--- src/rtl/uart_mmio_pkg.sv ---
// rtl/uart_mmio_pkg.sv - shared constants and types for the MMIO UART transmitter
// Purpose: register byte offsets, STATUS/CTRL bit positions, TX FSM state type
//          and the baud divisor clamp used by uart_tx_mmio.
// Ports:   none (package).
package uart_mmio_pkg;

   // Byte offsets within the 16-byte register window (only bits [3:2] decode).
   localparam logic [3:0] OFF_TXDATA = 4'h0;
   localparam logic [3:0] OFF_STATUS = 4'h4;
   localparam logic [3:0] OFF_BAUD   = 4'h8;
   localparam logic [3:0] OFF_CTRL   = 4'hC;

   // STATUS bit positions
   localparam int ST_BUSY    = 0;
   localparam int ST_FULL    = 1;
   localparam int ST_EMPTY   = 2;
   localparam int ST_OVF     = 3;
   localparam int ST_CNT_LSB = 8;

   // CTRL bit positions
   localparam int CTRL_TX_EN  = 0;
   localparam int CTRL_IRQ_EN = 1;

   typedef enum logic [1:0] {
      IDLE  = 2'd0,
      START = 2'd1,
      DATA  = 2'd2,
      STOP  = 2'd3
   } tx_state_t;

   // A programmed divisor of zero would never let a bit end; treat it as 1.
   function automatic logic [15:0] eff_div(input logic [15:0] div);
      return (div == 16'd0) ? 16'd1 : div;
   endfunction

endpackage

--- src/rtl/sync_fifo.sv ---
// rtl/sync_fifo.sv - single-clock FIFO with occupancy count
// Purpose: byte queue between the register interface and the serializer.
// Ports:   clk, reset (sync, active-high)
//          i_push/i_din  write side; a push while full is accepted only with a pop
//          i_pop/o_dout  read side; o_dout shows the head entry (first-word fall-through)
//          o_full, o_empty, o_count (0..DEPTH, DEPTH encoded distinctly from 0)
module sync_fifo #(
   parameter int WIDTH = 8,
   parameter int DEPTH = 8
) (
   input  logic                     clk,
   input  logic                     reset,
   input  logic                     i_push,
   input  logic [WIDTH-1:0]         i_din,
   input  logic                     i_pop,
   output logic [WIDTH-1:0]         o_dout,
   output logic                     o_full,
   output logic                     o_empty,
   output logic [$clog2(DEPTH):0]   o_count
);

   localparam int AW = $clog2(DEPTH);
   localparam logic [AW:0] FULL_CNT = (AW+1)'(DEPTH);

   logic [WIDTH-1:0] r_mem [DEPTH];
   logic [AW-1:0]    r_wr_ptr;
   logic [AW-1:0]    r_rd_ptr;
   logic [AW:0]      r_count;
   logic             w_push_ok;
   logic             w_pop_ok;

   assign o_full  = (r_count == FULL_CNT);
   assign o_empty = (r_count == '0);
   assign o_count = r_count;
   assign o_dout  = r_mem[r_rd_ptr];

   // Full plus simultaneous pop frees the head slot on the same edge.
   assign w_push_ok = i_push & (~o_full | i_pop);
   assign w_pop_ok  = i_pop & ~o_empty;

   always_ff @(posedge clk) begin
      if (w_push_ok) begin
         r_mem[r_wr_ptr] <= i_din;
      end
   end

   // Pointers are AW bits wide, so they wrap modulo DEPTH on their own.
   always_ff @(posedge clk) begin
      if (reset) begin
         r_wr_ptr <= '0;
         r_rd_ptr <= '0;
         r_count  <= '0;
      end else begin
         if (w_push_ok) r_wr_ptr <= r_wr_ptr + 1'b1;
         if (w_pop_ok)  r_rd_ptr <= r_rd_ptr + 1'b1;
         case ({w_push_ok, w_pop_ok})
            2'b10:   r_count <= r_count + 1'b1;
            2'b01:   r_count <= r_count - 1'b1;
            default: r_count <= r_count;
         endcase
      end
   end

endmodule

--- src/rtl/uart_tx_mmio.sv ---
// rtl/uart_tx_mmio.sv - memory-mapped 8N1 UART transmitter with TX FIFO
// Purpose: decodes core loads/stores in a 16-byte window at BASE_ADDR, queues
//          TXDATA bytes and serializes them LSB first at BAUDDIV clocks per bit.
// Ports:   clk, reset (sync, active-high)
//          mem_read, mem_write, addr, write_data  core data-memory bus
//          read_data  combinational load data, 0 unless a hit load
//          sel        address window hit, used outside to mux against RAM
//          uart_tx    serial line, idles high
//          irq        registered level interrupt: irq_en & fifo empty & idle
module uart_tx_mmio
   import uart_mmio_pkg::*;
#(
   parameter logic [31:0] BASE_ADDR   = 32'h1000_0000,
   parameter int          FIFO_DEPTH  = 8,
   parameter logic [15:0] DEFAULT_DIV = 16'd868
) (
   input  logic        clk,
   input  logic        reset,
   input  logic        mem_read,
   input  logic        mem_write,
   input  logic [31:0] addr,
   input  logic [31:0] write_data,
   output logic [31:0] read_data,
   output logic        sel,
   output logic        uart_tx,
   output logic        irq
);

   localparam int CW = $clog2(FIFO_DEPTH) + 1;

   logic            w_hit;
   logic            w_wr;
   logic            w_rd;
   logic [3:0]      w_reg;
   logic            w_push;
   logic            w_pop;
   logic [7:0]      w_fifo_dout;
   logic            w_full;
   logic            w_empty;
   logic [CW-1:0]   w_count;
   logic            w_busy;
   logic            w_bit_end;
   logic            w_can_start;
   logic [15:0]     w_div_m1;
   logic [31:0]     w_status;
   logic            w_unused;

   logic [15:0]     r_baud_div;
   logic [1:0]      r_ctrl;
   logic            r_ovf;
   logic            r_irq;
   tx_state_t       r_state;
   logic [7:0]      r_shift;
   logic [2:0]      r_bit_cnt;
   logic [15:0]     r_baud_cnt;
   logic            r_tx;

   assign w_hit  = (addr[31:4] == BASE_ADDR[31:4]);
   assign sel    = w_hit;
   assign w_wr   = mem_write & w_hit;
   assign w_rd   = mem_read & w_hit;
   assign w_reg  = {addr[3:2], 2'b00};
   assign w_push = w_wr & (w_reg == OFF_TXDATA);
   assign w_unused = &{1'b0, addr[1:0], write_data[31:16]};

   sync_fifo #(
      .WIDTH (8),
      .DEPTH (FIFO_DEPTH)
   ) u_fifo (
      .clk     (clk),
      .reset   (reset),
      .i_push  (w_push),
      .i_din   (write_data[7:0]),
      .i_pop   (w_pop),
      .o_dout  (w_fifo_dout),
      .o_full  (w_full),
      .o_empty (w_empty),
      .o_count (w_count)
   );

   // Bit timer counts down from divisor-1; the divisor is sampled only on
   // reload, so a BAUDDIV change lands on the next bit boundary.
   assign w_div_m1    = eff_div(r_baud_div) - 16'd1;
   assign w_bit_end   = (r_baud_cnt == 16'd0);
   assign w_busy      = (r_state != IDLE);
   assign w_can_start = r_ctrl[CTRL_TX_EN] & ~w_empty;
   assign w_pop       = w_can_start & ((r_state == IDLE) | ((r_state == STOP) & w_bit_end));

   assign w_status = {20'd0, 4'(w_count), 4'd0, r_ovf, w_empty, w_full, w_busy};

   always_comb begin
      read_data = 32'h0;
      if (w_rd) begin
         case (w_reg)
            OFF_STATUS: read_data = w_status;
            OFF_BAUD:   read_data = {16'd0, r_baud_div};
            OFF_CTRL:   read_data = {30'd0, r_ctrl};
            default:    read_data = 32'h0;
         endcase
      end
   end

   always_ff @(posedge clk) begin
      if (reset) begin
         r_baud_div <= DEFAULT_DIV;
         r_ctrl     <= 2'b01;
         r_ovf      <= 1'b0;
         r_irq      <= 1'b0;
      end else begin
         if (w_wr && w_reg == OFF_BAUD) r_baud_div <= write_data[15:0];
         if (w_wr && w_reg == OFF_CTRL) r_ctrl     <= write_data[1:0];
         if (w_push && w_full && !w_pop) begin
            r_ovf <= 1'b1;
         end else if (w_wr && w_reg == OFF_STATUS && write_data[ST_OVF]) begin
            r_ovf <= 1'b0;
         end
         r_irq <= r_ctrl[CTRL_IRQ_EN] & w_empty & ~w_busy;
      end
   end

   always_ff @(posedge clk) begin
      if (reset) begin
         r_state    <= IDLE;
         r_tx       <= 1'b1;
         r_shift    <= 8'd0;
         r_bit_cnt  <= 3'd0;
         r_baud_cnt <= 16'd0;
      end else begin
         case (r_state)
            IDLE: begin
               r_tx <= 1'b1;
               if (w_pop) begin
                  r_shift    <= w_fifo_dout;
                  r_tx       <= 1'b0;
                  r_baud_cnt <= w_div_m1;
                  r_state    <= START;
               end
            end
            START: begin
               if (w_bit_end) begin
                  r_tx       <= r_shift[0];
                  r_shift    <= r_shift >> 1;
                  r_bit_cnt  <= 3'd0;
                  r_baud_cnt <= w_div_m1;
                  r_state    <= DATA;
               end else begin
                  r_baud_cnt <= r_baud_cnt - 16'd1;
               end
            end
            DATA: begin
               if (w_bit_end) begin
                  r_baud_cnt <= w_div_m1;
                  if (r_bit_cnt == 3'd7) begin
                     r_tx    <= 1'b1;
                     r_state <= STOP;
                  end else begin
                     r_tx      <= r_shift[0];
                     r_shift   <= r_shift >> 1;
                     r_bit_cnt <= r_bit_cnt + 3'd1;
                  end
               end else begin
                  r_baud_cnt <= r_baud_cnt - 16'd1;
               end
            end
            STOP: begin
               if (w_bit_end) begin
                  if (w_pop) begin
                     // Next byte waiting: go straight to its start bit.
                     r_shift    <= w_fifo_dout;
                     r_tx       <= 1'b0;
                     r_baud_cnt <= w_div_m1;
                     r_state    <= START;
                  end else begin
                     r_tx    <= 1'b1;
                     r_state <= IDLE;
                  end
               end else begin
                  r_baud_cnt <= r_baud_cnt - 16'd1;
               end
            end
            default: begin
               r_tx    <= 1'b1;
               r_state <= IDLE;
            end
         endcase
      end
   end

   assign uart_tx = r_tx;
   assign irq     = r_irq;

endmodule
--- config.mk ---
export PLATFORM = sky130hd
export DESIGN_NAME = uart_tx_mmio
export DESIGN_NICKNAME = d
export VERILOG_FILES = /design/src/rtl/uart_mmio_pkg.sv /design/src/rtl/sync_fifo.sv /design/src/rtl/uart_tx_mmio.sv
export SDC_FILE = /design/constraint.sdc
export NUM_CORES = 1
export LEC_CHECK = 0
export BUFFER_PORTS_ARGS = -buffer_cell sky130_fd_sc_hd__buf_2
export CORE_UTILIZATION = 56
export CTS_CLUSTER_DIAMETER = 200
export DETAILED_ROUTE_END_ITERATION = 16
export PLACE_DENSITY = 0.79
export SETUP_SLACK_MARGIN = 0.4
export SLEW_MARGIN = 30
export SYNTH_ARGS = -nofsm -noshare
export SYNTH_HDL_FRONTEND = slang
export SYNTH_SLANG_ARGS = --single-unit
export TNS_END_PERCENT = 10
--- constraint.sdc ---
create_clock -name clk -period 4 [get_ports clk]
set_input_delay 0.4 -clock clk [delete_from_list [all_inputs] [get_ports clk]]
set_output_delay 0.4 -clock clk [all_outputs]
set_load 0.1 [all_outputs]
==> results.md <==
- Gr usage total: 0.283
- Finished Layout Cells: 841
- Final Util: 0.671
- RSZ-0062 raised after global routing: no
- Iter 0 DRT Violations: 492
- Nets: 767
- Cell mode on critical path: ha_1
- First-pass GRT wire length: 25400 µm
- First-pass DRT Iterations: 5
- Hold Fails Final Rpt: 0
- CP Capture Type: flop
- Vias in the first global route: 5159
- Setup TNS: 0 ps
- Overflow left after global routing: 0
- Ys flop type: edfxtp_1
- Peak VDD IR: 0.000373 V
- Crit path DAT: 3780 ps
- Crit Path Class: reg2reg
- CTS tree: built
- DPL Wire Length: 10500 µm
- Synth warnings: 0
- WL/cell: 19.3 µm
- H-tree depth: 4
- Outcome: complete, no violations
- Final Max Slew Viols: 0
- Hold crit path type: in2reg
- Yosys reg bits: 127
- Routed Antenna Nets: 0
- CP max-delay cell: o31ai_4
- Setup Buffers After CTS: 0
- Start point of the critical path: r_baud_cnt[0]
- Post-synthesis cell count: 614
- Leakage: 2.91 nW
- Sequential share of the synthesized area: 0.484
- Pin count of the biggest net entering global routing: 62
- Worst stage delay on the critical path: 490 ps
- Power, Total: 3.35 mW
- Detailed Route WL: 16200 µm
- Clk slew on worst S/H paths: 60 ps
- PwrDens: 438 nW/µm²
- Initial Util: 0.575
- Routability-driven placement congestion ratio: 0.905
- # rows: 39
- Initial antenna violation count: 0
- Die footprint: 12200 µm²
- Worst EP required: 4340 ps
- Startpoint Class: flop
- P&R area growth vs syn: 16.6%
- Clk_skew: 9.18 ps
- Clock buffer count from CTS: 17
- CTS resizes: 0
- Die H: 110 µm
- Fin crit share: 0.858
- Sink Count: 127
- Worst-Margin Slew: 1030 ps
- Most frequent cells in the layout: 68 x buf_2, 64 x edfxtp_1, 63 x nor2_1
- Fillers: 842
- Cts hold-fix bufs: 0
- FF-to-FF End: u_fifo.o_count[3]
- Count of cell types in the netlist: 67
- Reg2reg start: r_baud_cnt[0]
- Routed via count: 5226
- Crit-path max FO: 7
- Synth top area cells: edfxtp_1 29%, dfxtp_1 19%, mux2i_1 6.4%
- Final setup vio count: 0
- Avg Cell Area, Syn: 10.7 µm²
- Bufs on Longest Clock Path: 2
- Fin crit period: 3430 ps
- Root buf cell: clkbuf_16
- Yosys top cell area share: 0.292
- Area of the mapped netlist: 6570 µm²
- Die width: 110 µm
- Share of cells above drive strength 1: 0.216
- Headroom to the max-slew limit: 0.304
- Register-to-register setup slack: 570 ps
- Core ar.: 11400 µm²
- Peak Freq: 0.291 GHz
- Clk_lat worst skew: 420 ps
- Cell count after placement: 809
- FFs w/ async S/R, synth: 0
- DRC violations left: 0
- Port bufs: 68
- Area leader, netlist: edfxtp_1
- Most common cell after layout, fill and taps aside: buf_2
- Setup crit end: u_fifo.o_count[3]
- EDFF count, synth: 64
- Critical-path cell list: inv_1, ha_1, nor2b_1, nand4b_4, o31ai_4, o211ai_2, ha_1, ha_1, a21o_1, a21oi_1, xnor2_1, or3_1, a21oi_1
- I/O pins: 103
- Vias/cell: 6.21
- Max-cap violation count: 0
- ANT cells: 0
- Reg2reg path depth: 13
worst max-delay path, delay by kind of cell, from the launching register on:
| family | cells | cell delay, ps |
|---|---|---|
| adders and majority gates | 3 | 740 |
| DFF | 1 | 360 |
| xor gates and xnor gates | 1 | 100 |
| AOI/OAI and AO/OA | 5 | 1270 |
| and+or+nand+nor | 3 | 800 |
| buffers and inverters | 1 | 100 |
synth_stat cells (2+ instances only):
cell / instances
a211o_1: 8
a21o_1: 2
a21oi_1: 26
a221oi_1: 2
a22oi_1: 9
a31oi_1: 2
a32o_1: 2
and2_1: 9
and3_1: 3
and4b_1: 2
buf_2: 4
buf_4: 18
clkbuf_1: 21
dfxtp_1: 63
edfxtp_1: 64
ha_1: 13
inv_1: 17
mux2i_1: 42
mux4_2: 16
nand2_1: 43
nand2b_1: 4
nand3_1: 9
nand4_1: 8
nand4b_1: 3
nor2_1: 72
nor2b_1: 10
nor3_1: 12
nor3b_1: 2
nor4_1: 14
nor4b_1: 5
o2111ai_1: 4
o21a_1: 3
o21ai_0: 30
o21bai_1: 2
o22ai_1: 3
o31ai_1: 5
o32ai_1: 4
o41ai_1: 2
or2_2: 2
or3_1: 9
xnor2_1: 6
xor2_1: 14
stage by stage:
stage	area [µm²]	setup slack [ps]	hold WS, ps
floorplan	6650	527	432
global placement	7030	707	444
detailed placement	7030	637	455
CTS	7660	622	190
global route	7660	429	211
finish	7660	567	194
layer usage:
layer | track usage | routed length [µm] | up-vias
met2 | 0.460 | 8040 | 279
met4 | 0.145 | 458 | 0
li1 | - | - | 2412
met3 | 0.0735 | 1340 | 44
met5 | 0 | 0 | -
met1 | 0.347 | 6390 | 2491
power by group:
part	internal, mW	total (mW)	switching (mW)
registers	1.38	1.39	0.0100
logic	0.0870	0.315	0.228
clock network	1.05	1.65	0.599
total	2.52	3.35	0.837
layout make-up:
type	count	area [µm²]	area share
flip-flops and latches	127	3180	0.416
inverters	17	63.8	0.00833
clock inverters	15	206	0.0270
clock buffers	17	425	0.0555
repair buffers	80	430	0.0562
well taps	143	179	0.0234
multi-input cells	442	3170	0.414
worst min-delay path by stage:
stage / start / slack [ps] / depth (start not counted) / endpoint
after detailed placement: r_shift[7] / 460 / 2 / r_shift[7]
after CTS: write_data[8] / 190 / 2 / r_baud_div[8]
after global routing: write_data[8] / 210 / 2 / r_baud_div[8]
final: write_data[8] / 190 / 2 / r_baud_div[8]
after global placement: r_bit_cnt[2] / 440 / 2 / r_bit_cnt[2]
after floorplan: r_shift[7] / 430 / 2 / r_shift[7]
cells by family after synthesis:
group	share of synthesized area
other	0.000571
XOR/XNOR	0.0267
flip-flops	0.484
AO/OA/AOI/OAI	0.126
adder cells (fa/ha/maj)	0.0278
multiplexers	0.121
buffers and inverters	0.0453
AND/OR/NAND/NOR	0.169
registers in the layout (all words and copies together), names as in the netlist, named ones only:
register / flops
u_fifo.r_mem: 64
r_baud_cnt: 16
r_baud_div: 16
r_shift: 8
u_fifo.o_count: 4
r_bit_cnt: 3
u_fifo.r_rd_ptr: 3
u_fifo.r_wr_ptr: 3
r_ctrl: 2
r_state: 2
irq: 1
r_ovf: 1
uart_tx: 1
(Power assumes the default switching activity.)
